`src/rtl/srdl_access_arbiter.sv`:
```
// Two-requester access arbiter for a register block.
// Round-robin between host (m0) and debug (m1); one access in flight at a time.
// Range-checks the address, waits RD_LAT cycles for read data, and returns
// the result on a per-requester response handshake.
module srdl_access_arbiter #(
  parameter int unsigned AW       = 8,
  parameter int unsigned DW       = 32,
  parameter int unsigned NUM_REGS = 16,
  parameter int unsigned RD_LAT   = 1
) (
  input  logic          clk,
  input  logic          rst_l,
  input  logic          m0_req,
  input  logic          m0_we,
  input  logic [AW-1:0] m0_addr,
  input  logic [DW-1:0] m0_wdata,
  output logic          m0_gnt,
  output logic          m0_rsp_vld,
  output logic [DW-1:0] m0_rsp_rdata,
  output logic          m0_rsp_err,
  input  logic          m0_rsp_rdy,
  input  logic          m1_req,
  input  logic          m1_we,
  input  logic [AW-1:0] m1_addr,
  input  logic [DW-1:0] m1_wdata,
  output logic          m1_gnt,
  output logic          m1_rsp_vld,
  output logic [DW-1:0] m1_rsp_rdata,
  output logic          m1_rsp_err,
  input  logic          m1_rsp_rdy,
  output logic [AW-1:0] reg_addr,
  output logic [DW-1:0] reg_wdata,
  output logic          reg_acc,
  output logic          reg_rd,
  output logic          reg_wr,
  input  logic [DW-1:0] reg_rdata
);

  typedef enum logic [1:0] {IDLE, ISSUE, WAIT, RESP} state_t;

  localparam logic [AW:0] NREGS_W  = (AW+1)'(NUM_REGS);
  localparam bit          LAT_ZERO = (RD_LAT == 0);
  localparam logic [2:0]  LAT_M1   = LAT_ZERO ? 3'd0 : 3'(RD_LAT - 1);

  state_t          state_q, state_d;
  logic            last_gnt_q;
  logic            cap_id_q;
  logic            cap_we_q;
  logic [AW-1:0]   cap_addr_q;
  logic [DW-1:0]   cap_wdata_q;
  logic [2:0]      cnt_q;
  logic [DW-1:0]   rsp_rdata_q;
  logic            rsp_err_q;

  logic            grant;
  logic            sel_id;
  logic            sel_we;
  logic [AW-1:0]   sel_addr;
  logic [DW-1:0]   sel_wdata;
  logic            in_range;
  logic            sel_rsp_rdy;
  logic            in_resp;

  // Arbitration: a lone requester always wins; on a tie the one not granted last wins.
  always_comb begin
    grant     = (state_q == IDLE) && (m0_req || m1_req);
    sel_id    = (m0_req && m1_req) ? ~last_gnt_q : m1_req;
    sel_we    = sel_id ? m1_we    : m0_we;
    sel_addr  = sel_id ? m1_addr  : m0_addr;
    sel_wdata = sel_id ? m1_wdata : m0_wdata;
  end

  assign in_range    = {1'b0, cap_addr_q} < NREGS_W;
  assign sel_rsp_rdy = cap_id_q ? m1_rsp_rdy : m0_rsp_rdy;
  assign in_resp     = (state_q == RESP);

  // Grant pulses are masked while reset is held so every output reads 0 in reset.
  assign m0_gnt = rst_l & grant & ~sel_id;
  assign m1_gnt = rst_l & grant &  sel_id;

  assign reg_addr  = cap_addr_q;
  assign reg_wdata = cap_wdata_q;
  assign reg_acc   = (state_q == ISSUE) && in_range;
  assign reg_wr    = reg_acc &&  cap_we_q;
  assign reg_rd    = reg_acc && !cap_we_q;

  assign m0_rsp_vld   = in_resp && !cap_id_q;
  assign m1_rsp_vld   = in_resp &&  cap_id_q;
  assign m0_rsp_rdata = m0_rsp_vld ? rsp_rdata_q : '0;
  assign m1_rsp_rdata = m1_rsp_vld ? rsp_rdata_q : '0;
  assign m0_rsp_err   = m0_rsp_vld & rsp_err_q;
  assign m1_rsp_err   = m1_rsp_vld & rsp_err_q;

  // Next-state: issue for one cycle, optionally wait out read latency, then respond.
  always_comb begin
    state_d = state_q;
    case (state_q)
      IDLE:    if (grant) state_d = ISSUE;
      ISSUE:   state_d = (!in_range || cap_we_q || LAT_ZERO) ? RESP : WAIT;
      WAIT:    if (cnt_q == '0) state_d = RESP;
      RESP:    if (sel_rsp_rdy) state_d = IDLE;
      default: state_d = IDLE;
    endcase
  end

  // State register.
  always_ff @(posedge clk or negedge rst_l) begin
    if (!rst_l) state_q <= IDLE;
    else        state_q <= state_d;
  end

  // Request capture, round-robin pointer, latency counter and response payload.
  always_ff @(posedge clk or negedge rst_l) begin
    if (!rst_l) begin
      last_gnt_q  <= 1'b1;
      cap_id_q    <= 1'b0;
      cap_we_q    <= 1'b0;
      cap_addr_q  <= '0;
      cap_wdata_q <= '0;
      cnt_q       <= '0;
      rsp_rdata_q <= '0;
      rsp_err_q   <= 1'b0;
    end else begin
      if (grant) begin
        cap_id_q    <= sel_id;
        cap_we_q    <= sel_we;
        cap_addr_q  <= sel_addr;
        cap_wdata_q <= sel_wdata;
        last_gnt_q  <= sel_id;
      end
      case (state_q)
        ISSUE: begin
          if (!in_range) begin
            rsp_err_q   <= 1'b1;
            rsp_rdata_q <= '0;
          end else begin
            rsp_err_q <= 1'b0;
            if (cap_we_q)      rsp_rdata_q <= '0;
            else if (LAT_ZERO) rsp_rdata_q <= reg_rdata;
            else               cnt_q       <= LAT_M1;
          end
        end
        WAIT: begin
          if (cnt_q == '0) rsp_rdata_q <= reg_rdata;
          else             cnt_q       <= cnt_q - 3'd1;
        end
        default: ;
      endcase
    end
  end

endmodule
```
`config.mk`:
```
export PLATFORM = sky130hd
export DESIGN_NAME = srdl_access_arbiter
export DESIGN_NICKNAME = d
export VERILOG_FILES = /design/src/rtl/srdl_access_arbiter.sv
export SDC_FILE = /design/constraint.sdc
export NUM_CORES = 1
export LEC_CHECK = 0
export ABC_CLOCK_PERIOD_IN_PS = 4500
export CORE_ASPECT_RATIO = 1.75
export CORE_MARGIN = 2
export CORE_UTILIZATION = 41
export CTS_CLUSTER_DIAMETER = 200
export DETAILED_ROUTE_END_ITERATION = 12
export PLACE_DENSITY = 0.86
export SLEW_MARGIN = 20
export SYNTH_ARGS = -nofsm -noshare
export SYNTH_HDL_FRONTEND = slang
export SYNTH_SLANG_ARGS = --single-unit
```
`constraint.sdc`:
```
create_clock -name clk -period 4.5 [get_ports clk]
set_input_delay 0.45 -clock clk [delete_from_list [all_inputs] [get_ports clk]]
set_output_delay 0.45 -clock clk [all_outputs]
set_load 0.02 [all_outputs]
```
# Word level (Yosys, flattened, before mapping)
# Index checks and enable logic that the tools add are counted.
# Widths: inputs -> output; s select.
[classes]
order_cmp = 1
mux = 21
addsub = 1
bitwise_logic = 7
eq_ne = 10
reduce_logical = 18
[ops]
columns = ["op", "count"]
rows = [
  ["$mux 32", 6],
  ["$pmux 32 s2", 1],
  ["$ne 2x2->1 const B", 6],
  ["$mux 3", 3],
  ["$lt 8x5->1 const B", 1],
  ["$mux 8", 1],
  ["$pmux 2 s4", 1],
  ["$logic_and 1x1->1", 7],
  ["$mux 2", 3],
  ["$pmux 3 s2", 1],
  ["$reduce_and 3->1", 2],
  ["$and 1x1->1", 5],
  ["$mux 1", 5],
  ["$eq 2x2->1 const B", 2],
  ["$reduce_and 4->1", 1],
  ["$logic_not 1->1", 3],
  ["$logic_not 3->1", 1],
  ["$ne 3x3->1 const B", 1],
  ["$sub 3x1->3 const B", 1],
  ["$eq 2x1->1 const B", 1],
  ["$logic_not 2->1", 1],
  ["$logic_or 1x1->1", 2],
  ["$not 1->1", 2],
  ["$reduce_bool 2->1", 1],
]
[totals]
register_bits = 81
inputBits = 120
out_inout_bits = 113

# Longest topological paths before layout
# Gate-level depths: netlist of the first run.
[logic_depth]
depth_word = 5
ltp_mapped = 7
ltp_nobuf = 6

# Worst setup path after synthesis of the first run
# OpenSTA, ideal clock, no wires.
[synth_timing]
path_kind = "flip-flop to output port"
start = "register state_q[0]"
end = "output port m0_gnt"
t_arrival_ns = 1.727
stages_incl_launch_ff = 7
n_path_buf = 2
path_slack_ns = 2.323
path_cell_list = "dfrtp_1 > inv_1 > ha_1 > o21ai_1 > buf_2 > buf_1 > nor3b_1"
[synth_between]
elab_chain_len = 4
[synth_lines]
columns = ["element", "line", "rtl"]
rows = [
  ["start: declaration", "45", "state_t state_q, state_d;"],
  ["start signal: assignment", "109", "else state_q <= state_d;"],
  ["$logic_not 2->1", "66", "grant = (state_q == IDLE) && (m0_req || m1_req);"],
  ["$logic_and 1x1->1", "66", ""],
  ["$and 1x1->1 (2 in series)", "78", "assign m0_gnt = rst_l & grant & ~sel_id;"],
  ["end: declaration", "17", "output logic m0_gnt,"],
]
# No other way between the ends.

# Worst setup path in the final report of the first run
[layout_timing]
start = "register state_q[0]"
end = "output port m0_rsp_rdata[13]"
[layout_between]
elab_chain_len = 3
[layout_lines]
columns = ["element", "line", "rtl"]
rows = [
  ["$eq 2x2->1", "75", "assign in_resp = (state_q == RESP);"],
  ["$logic_and 1x1->1", "87", "assign m0_rsp_vld = in_resp && !cap_id_q;"],
  ["$mux 32", "89", "assign m0_rsp_rdata = m0_rsp_vld ? rsp_rdata_q : '0;"],
  ["end: declaration", "19", "output logic [DW-1:0] m0_rsp_rdata,"],
]
# No other way between the ends.

==> results of run 1 <==
## metrics by stage
stage	cells	utilization [%]	power, uW
6_report	737	69.3	4080
5_1_grt	737	69.3	4340
4_1_cts	737	69.3	4110
3_5_place_dp	720	66.1	3370
3_3_place_gp	720	66.1	3300
2_1_floorplan	387	-	2490
## area by class of cell
type                       count  area, um2  area share [%]
timing repair buffer         238       2370            35.1
multi-input combinational    269       1860            27.6
clock buffer                  11        243            3.60
inverter                       8       30.0           0.445
sequential                    81       2030            30.1
clock inverter                 5       55.1           0.817
tap                          125        156            2.32
## worst min path at each step
stage | slack, ns | depth (start not counted) | endpoint | start
floorplan | 0.15 | 0 | cap_id_q$_DFFE_PN0N_ | rst_l
global placement | 0.31 | 1 | reg_wdata[12]$_DFFE_PN0N_ | rst_l
detailed placement | 0.31 | 1 | reg_wdata[12]$_DFFE_PN0N_ | rst_l
CTS | 0.49 | 2 | reg_wdata[12]$_DFFE_PN0N_ | reg_wdata[12]$_DFFE_PN0N_
global route | 0.51 | 2 | reg_wdata[1]$_DFFE_PN0N_ | reg_wdata[1]$_DFFE_PN0N_
finish | 0.48 | 2 | reg_wdata[9]$_DFFE_PN0N_ | reg_wdata[9]$_DFFE_PN0N_
## cells by family after synthesis
group / Yosys count
fa+ha+maj: 6
simple gates: 132
buf+inv: 37
mux: 43
flops: 81
compound gates: 88
## critical path, delay by kind of cell, from the launching register on
| kind | cells | cell delay (ns) |
|---|---|---|
| buffers and inverters | 2 | 0.88 |
| DFF | 1 | 0.43 |
| and+or+nand+nor | 2 | 0.96 |
| adders and majority gates | 1 | 0.17 |
## state kept, by name, indices dropped and copies added, names as in the netlist
signal	flops
last_gnt_q	1
cap_we_q	1
reg_wdata	32
cnt_q	3
rsp_err_q	1
cap_id_q	1
rsp_rdata_q	32
state_q	2
reg_addr	8
## cells in the mapped netlist
| cell type | instances | share of area, % |
|---|---|---|
| sky130_fd_sc_hd__a41oi_1 | 2 | 0.43 |
| sky130_fd_sc_hd__a22oi_1 | 1 | 0.19 |
| sky130_fd_sc_hd__nand2b_1 | 2 | 0.31 |
| sky130_fd_sc_hd__mux2_1 | 1 | 0.28 |
| sky130_fd_sc_hd__mux2i_1 | 42 | 10 |
| sky130_fd_sc_hd__nor3b_1 | 1 | 0.19 |
| sky130_fd_sc_hd__a31oi_1 | 1 | 0.15 |
| sky130_fd_sc_hd__buf_1 | 3 | 0.28 |
| sky130_fd_sc_hd__a21oi_1 | 1 | 0.12 |
| sky130_fd_sc_hd__o21a_1 | 1 | 0.19 |
| sky130_fd_sc_hd__dfrtp_1 | 80 | 49 |
| sky130_fd_sc_hd__or4_4 | 1 | 0.28 |
| sky130_fd_sc_hd__o21a_4 | 1 | 0.37 |
| sky130_fd_sc_hd__buf_6 | 3 | 0.83 |
| sky130_fd_sc_hd__nor4_4 | 1 | 0.52 |
| sky130_fd_sc_hd__and3_1 | 36 | 5.6 |
| sky130_fd_sc_hd__buf_2 | 3 | 0.37 |
| sky130_fd_sc_hd__o22ai_2 | 1 | 0.31 |
| sky130_fd_sc_hd__inv_1 | 7 | 0.65 |
| sky130_fd_sc_hd__nor2b_1 | 1 | 0.15 |
| sky130_fd_sc_hd__and2b_1 | 1 | 0.19 |
| sky130_fd_sc_hd__ha_1 | 6 | 1.9 |
| sky130_fd_sc_hd__dfstp_2 | 1 | 0.65 |
| sky130_fd_sc_hd__nor3_2 | 1 | 0.25 |
| sky130_fd_sc_hd__buf_4 | 6 | 1.1 |
| sky130_fd_sc_hd__inv_2 | 1 | 0.092 |
| sky130_fd_sc_hd__o22ai_1 | 1 | 0.15 |
| sky130_fd_sc_hd__nand3_1 | 1 | 0.12 |
| sky130_fd_sc_hd__nor4bb_1 | 1 | 0.25 |
| sky130_fd_sc_hd__o211ai_1 | 1 | 0.19 |
| sky130_fd_sc_hd__o21ai_1 | 43 | 5.3 |
| sky130_fd_sc_hd__o21ai_2 | 1 | 0.22 |
| sky130_fd_sc_hd__and2_1 | 34 | 5.2 |
| sky130_fd_sc_hd__clkbuf_1 | 14 | 1.3 |
| sky130_fd_sc_hd__nand2_2 | 1 | 0.15 |
| sky130_fd_sc_hd__nand2_1 | 45 | 4.2 |
| sky130_fd_sc_hd__a21boi_1 | 1 | 0.19 |
| sky130_fd_sc_hd__a22o_1 | 33 | 7.1 |
| sky130_fd_sc_hd__nor2_1 | 6 | 0.56 |
## power groups by stage
stage	logic, uW	registers [uW]	clock network [uW]
detailed placement	2070	1310	0
floorplan	1050	1440	0
global placement	2010	1290	0
finish	2060	1310	714
global route	2240	1350	755
CTS	2080	1300	731
## layer usage
layer	up-vias	track usage, %	wire length (um)
met2	184	41.4	6590
met4	0	8.91	278
met1	1796	23.1	4230
met5	-	0	0
met3	25	5.20	816
li1	1802	-	-
## repair_timing
action / in CTS / in global routing
endpoints found under the hold margin: 10 / 0
hold buffers: 1 / 0
endpoints found under the setup margin: 0 / 0
setup buffers: 0 / 0
==> results.txt, run 1 <==
----------------------------------------------------
[STA]
  Normalized max-slew margin ... 41.3%
  Setup-failing EPs final ... 0
  Fmax ... 311 MHz
  Actual slew at the worst max-slew pin ... 0.881 ns
  Smallest hold slack ... 0.481 ns
  Sum Neg Setup Slack ... 0 ns
  Final critical-path setup slack ... 1.28 ns
  Min cycle time layout ... 3.22 ns
  Final worst path period share ... 71.6%
  Final count of hold timing violations ... 0
  Max Slew Vio Count ... 0
  Layout Skew ... 0.00542 ns
  RSZ-0062 raised after global routing ... no

[Critical path]
  R2r worst-path depth ... 6
  Worst-path maximum fanout ... 35
  Worst setup path start ... state_q[0]$_DFFE_PN0P_
  Startpoint class of the critical path ... flip-flop
  Maximum single-stage delay on the critical path ... 0.72 ns
  Worst Path Arrival ... 2.77 ns
  Timing endpoint of the critical path ... m0_rsp_rdata[13]
  Series of cell instances along the critical path ... ha_1 > buf_4 > and2b_1 > and2_1 > clkdlybuf4s50_1
  Setup slack of the most critical reg-to-reg path ... 1.99 ns
  CP max-delay cell ... sky130_fd_sc_hd__and2b_1
  Beginning of the worst register-to-register path ... state_q[0]$_DFFE_PN0P_
  Path type of the worst setup path ... flip-flop to output port
  Sort of element at the end of the critical path ... output port
  Critical path required time ... 4.05 ns
  Worst r2r dst ... state_q[1]$_DFFE_PN0P_

[Clock tree]
  Number of sinks driven by the clock tree ... 81
  CTS tree ... yes
  Buffer cell driving the clock tree root ... sky130_fd_sc_hd__clkbuf_16
  Number of buffers added by the clock tree synthesis step ... 9
  Worst-Skew Late Latency ... 0.33 ns
  Count of H-tree levels built during CTS ... 3
  Post-cts sizing count ... 0
  Clock slew at the register clock pins of the worst setup and hold paths ... 0.06 ns
  CTS max path bufs ... 2

[Synthesis]
  Combinational family with the most area after synthesis ... simple AND/OR/NAND/NOR gates
  YS warnings ... 0
  Count of different cell masters after synthesis ... 39
  Mux cell area share after synthesis ... 10.6%
  Mean cell area of the mapped netlist ... 10.5 um2
  Synthesized-area fraction occupied by ao, oa, aoi and oai cells ... 14.9%
  Synth Area in XOR/XNOR ... 0%
  Share of the yosys chip area belonging to registers ... 50.0%
  Count of state elements after synthesis ... 81
  Post-synthesis adder-cell area fraction ... 1.85%
  Nets in the synthesized netlist ... 513
  Synthesized-area fraction occupied by and/or/nand/nor cells ... 17.9%
  Mapped Area ... 4060 um2
  Number of instances in the synthesized netlist ... 387

[Cells and area]
  Commonest cells after routing, fill and taps aside ... 231 x sky130_fd_sc_hd__clkdlybuf4s50_1, 80 x sky130_fd_sc_hd__dfrtp_1, 45 x sky130_fd_sc_hd__nand2_1
  Most frequent standard cell in the layout excluding fill and tap cells ... sky130_fd_sc_hd__clkdlybuf4s50_1
  Number of nets in the final layout ... 733
  Finished layout cell area ... 6740 um2
  Layout cell share with drive strength beyond 1 ... 5.23%
  Antenna Cells ... 0
  Number of inserted filler cells in the final layout ... 769
  Synth-to-layout area growth ... 66.2%

[Power]
  Fraction of power consumed by sequential logic ... 32.0%
  Peak supply drop ... 0.370 mV
  Switching pwr ... 1620 uW
  Power share of the combinational group ... 50.5%
  Internal power summed over all cells ... 2460 uW
  Sw Share ... 39.7%
  Share of total power in the clock network ... 17.5%
  Leakage dissipation ... 0.00301 uW
  Power density normalized to cell area ... 606 nW/um2

[GRT]
  Pin count of the biggest net entering global routing ... 84
  Final global-route overflow total ... 0
  Total Routing Usage GR ... 22.1%
  Number of global-route vias before repair ... 3,925
  Global-route wire length before repair ... 18.5 mm
  Antenna violations before repair ... 0

[Placed design]
  Number of port buffers ... 232
  Estimated wirelength of the detail-placed design ... 9.13 mm
  GPL Wtd Cong ... 0.736
  Post-placement worst setup slack ... 1.65 ns
  Area after detailed placement ... 6430 um2

[Route]
  Total number of vias ... 3,807
  Total routed wirelength ... 11.9 mm
  Average vias per placed instance ... 5.17
  Average detailed-routed wire length per instance ... 16.2 um
  Post-detailed-route DRC marker count ... 0
  Drt first-iter violations ... 142
  First-pass iteration count of the detailed router ... 4
  Count of antenna-violating nets left after detailed routing ... 0

[Min path]
  Type of the tightest min-delay check ... flip-flop to flip-flop

[Floorplanning]
  IO Count ... 233
  Starting density of the core ... 41.7%
  Die H ... 136 um
  FP Rows ... 48
  Die Area ... 10,700 um2
  Die outline width ... 79.2 um
  Core box area ... 9730 um2

[Run status]
  Result of the run ... finished, final reports clean

[Job]
  Max-capacitance violation count ... 0

----------------------------------------------------
(Power assumes the default switching activity.)
==> run 2, diff against run 1 <==
Settings changed: ABC_CLOCK_PERIOD_IN_PS 4500 to 2650, CORE_UTILIZATION 41 to 35, PLACE_DENSITY 0.86 to 0.78.
Clock period 4.5 ns to 2.65 ns, I/O delays scaled along.
==> results.txt, run 2 (same netlist as run 1, synthesis figures left out) <==
----------------------------------------------------
[Run status]
  Result of the run ... finished, final reports clean (unchanged)

[Route]
  First-pass iteration count of the detailed router ... 4 (unchanged)
  Post-detailed-route DRC marker count ... 0 (unchanged)
  Drt first-iter violations ... 108 (was 142)
  Average vias per placed instance ... 5.02 (was 5.17)
  Count of antenna-violating nets left after detailed routing ... 0 (unchanged)
  Total routed wirelength ... 12.3 mm (was 11.9 mm)
  WL met3 ... 889 um (was 816 um)
  Wl on met1 ... 4.51 mm (was 4.23 mm)
  Uppermost metal layer occupied by signal nets ... met4 (unchanged)
  Average detailed-routed wire length per instance ... 16.3 um (was 16.2 um)
  Routed met2 length ... 6.55 mm (was 6.59 mm)
  Total number of vias ... 3,775 (was 3,807)

[Cells and area]
  Synth-to-layout area growth ... 69.0% (was 66.2%)
  Multi-input combinational cell area ... 1860 um2 (about the same)
  Most frequent standard cell in the layout excluding fill and tap cells ... sky130_fd_sc_hd__clkdlybuf4s50_1 (unchanged)
  Finished layout cell area ... 6850 um2 (was 6740 um2)
  Reg area ... 2030 um2 (unchanged)
  Number of nets in the final layout ... 738 (was 733)
  Layout cell share with drive strength beyond 1 ... 6.16% (was 5.23%)
  Number of inserted filler cells in the final layout ... 991 (was 769)
  Final Util ... 59.8% (was 69.3%)
  Antenna Cells ... 0 (unchanged)
  Commonest cells after routing, fill and taps aside ... 231 x sky130_fd_sc_hd__clkdlybuf4s50_1, 80 x sky130_fd_sc_hd__dfrtp_1, 45 x sky130_fd_sc_hd__nand2_1 (unchanged)

[GRT]
  Global-route wire length before repair ... 19.7 mm (was 18.5 mm)
  Total Routing Usage GR ... 19.9% (was 22.1%)
  Final global-route overflow total ... 0 (unchanged)
  Antenna violations before repair ... 0 (unchanged)
  Pin count of the biggest net entering global routing ... 84 (unchanged)
  Number of global-route vias before repair ... 3,944 (was 3,925)

[Clock tree]
  CTS tree ... yes (unchanged)
  Buffer cell driving the clock tree root ... sky130_fd_sc_hd__clkbuf_16 (unchanged)
  Worst-Skew Late Latency ... 0.33 ns (about the same)
  Clock slew at the register clock pins of the worst setup and hold paths ... 0.06 ns (about the same)
  Number of sinks driven by the clock tree ... 81 (unchanged)
  Number of buffers added by the clock tree synthesis step ... 9 (unchanged)
  CTS max path bufs ... 2 (unchanged)
  Count of H-tree levels built during CTS ... 3 (unchanged)

[Placed design]
  Estimated wirelength of the detail-placed design ... 9.36 mm (was 9.13 mm)
  GPL Wtd Cong ... 0.766 (was 0.736)
  Post-placement worst setup slack ... 0.268 ns (was 1.65 ns)
  Number of port buffers ... 232 (unchanged)
  Area after detailed placement ... 6500 um2 (was 6430 um2)

[STA]
  Fmax ... 396 MHz
  Min cycle time layout ... 2.53 ns
  Actual slew at the worst max-slew pin ... 0.741 ns (was 0.881 ns)
  Sum Neg Setup Slack ... 0 ns (unchanged)
  Layout Skew ... 0.00934 ns (was 0.00542 ns)
  RSZ-0062 raised after global routing ... no (unchanged)
  Final critical-path setup slack ... 0.123 ns (was 1.28 ns)
  Max Slew Vio Count ... 0 (unchanged)
  Final worst path period share ... 95.4%
  Final count of hold timing violations ... 0 (unchanged)
  Normalized max-slew margin ... 50.6% (was 41.3%)
  Setup-failing EPs final ... 0 (unchanged)
  Smallest hold slack ... 0.376 ns (was 0.481 ns)

[Min path]
  Type of the tightest min-delay check ... input pin to async pin (was flip-flop to flip-flop)

[Critical path]
  CP max-delay cell ... sky130_fd_sc_hd__clkdlybuf4s50_1 (was sky130_fd_sc_hd__and2b_1)
  Series of cell instances along the critical path ... inv_1 > ha_1 > o21ai_4 > nor3b_1 > clkdlybuf4s50_1 (was ha_1 > buf_4 > and2b_1 > and2_1 > clkdlybuf4s50_1)
  Critical path required time ... 2.38 ns (was 4.05 ns)
  Crit path buffers/inverters ... 2 (unchanged)
  Maximum single-stage delay on the critical path ... 0.70 ns (was 0.72 ns)
  Startpoint class of the critical path ... flip-flop (unchanged)
  Worst-path maximum fanout ... 5 (was 35)
  Number of stages on the worst setup path ... 5 (unchanged)
  R2r worst-path depth ... 6 (unchanged)
  Worst Path Arrival ... 2.26 ns (was 2.77 ns)
  Path type of the worst setup path ... flip-flop to output port (unchanged)
  Sort of element at the end of the critical path ... output port (unchanged)
  Worst path top cell family by delay ... buffers and inverters (was simple AND/OR/NAND/NOR gates)

[Power]
  Power density normalized to cell area ... 1050 nW/um2 (was 606 nW/um2)
  Leakage dissipation ... 0.00306 uW (was 0.00301 uW)
  Peak supply drop ... 0.596 mV (was 0.370 mV)

[Floorplanning]
  Die outline width ... 85.4 um (was 79.2 um)
  IO Count ... 233 (unchanged)
  FP Rows ... 52 (was 48)
  Die Area ... 12,500 um2 (was 10,700 um2)
  Core box area ... 11,500 um2 (was 9730 um2)
  Starting density of the core ... 35.4% (was 41.7%)
  Die H ... 146 um (was 136 um)

[Job]
  Max-capacitance violation count ... 0 (unchanged)

----------------------------------------------------
## run 2: changes by cell type in the layout (fill, tap and decap cells not counted), sizes merged
cell and change:
buf +5, clkinv -1, clkinvlp -1, bufinv +2
## run 2: through the flow
stage	std cells	total power (uW)
2_1_floorplan	387	4240
3_3_place_gp	735	5700
3_5_place_dp	735	5820
4_1_cts	752	7280
5_1_grt	752	7680
6_report	752	7200
## run 2: final timing paths
kind	from	to	slack, ns
min in group clk	reg_wdata[2]$_DFFE_PN0N_	reg_wdata[2]$_DFFE_PN0N_	0.48
worst max-delay path	state_q[0]$_DFFE_PN0P_	m0_gnt	0.12
worst min-delay path	rst_l	rsp_rdata_q[16]$_DFFE_PN0P_	0.38
worst min register to register	reg_wdata[2]$_DFFE_PN0N_	reg_wdata[2]$_DFFE_PN0N_	0.48
max in group asynchronous	rst_l	rsp_rdata_q[7]$_DFFE_PN0P_	1.46
worst max register to register	state_q[0]$_DFFE_PN0P_	state_q[1]$_DFFE_PN0P_	0.61
## run 2: cell type report
cell class | count | share of cell area [%]
Clock buffer | 11 | 3.54
Clock inverter | 5 | 1.50
Timing Repair Buffer | 243 | 35.3
Multi-Input combinational cell | 269 | 27.2
Inverter | 8 | 0.438
Sequential cell | 81 | 29.6
Tap cell | 135 | 2.46
## run 2: timing repair
action / 4_1_cts / 5_1_grt
resized for setup: 0 / 1
hold endpoints to repair: 19 / 0
setup endpoints to repair: 0 / 16
hold buffers: 1 / 0
buffers inserted: 0 / 0
## run 2: routing by layer
layer  track usage [%]  vias up
met5                 0        -
met4              8.10        0
met3              4.97       20
met2              35.4      180
met1              22.1     1769
li1                  -     1806
## run 2: report_power, final
group / total (uW) / switching [uW] / internal (uW)
Combinational: 3630 / 1940 / 1690
Sequential: 2150 / 372 / 1780
Clock: 1420 / 479 / 945
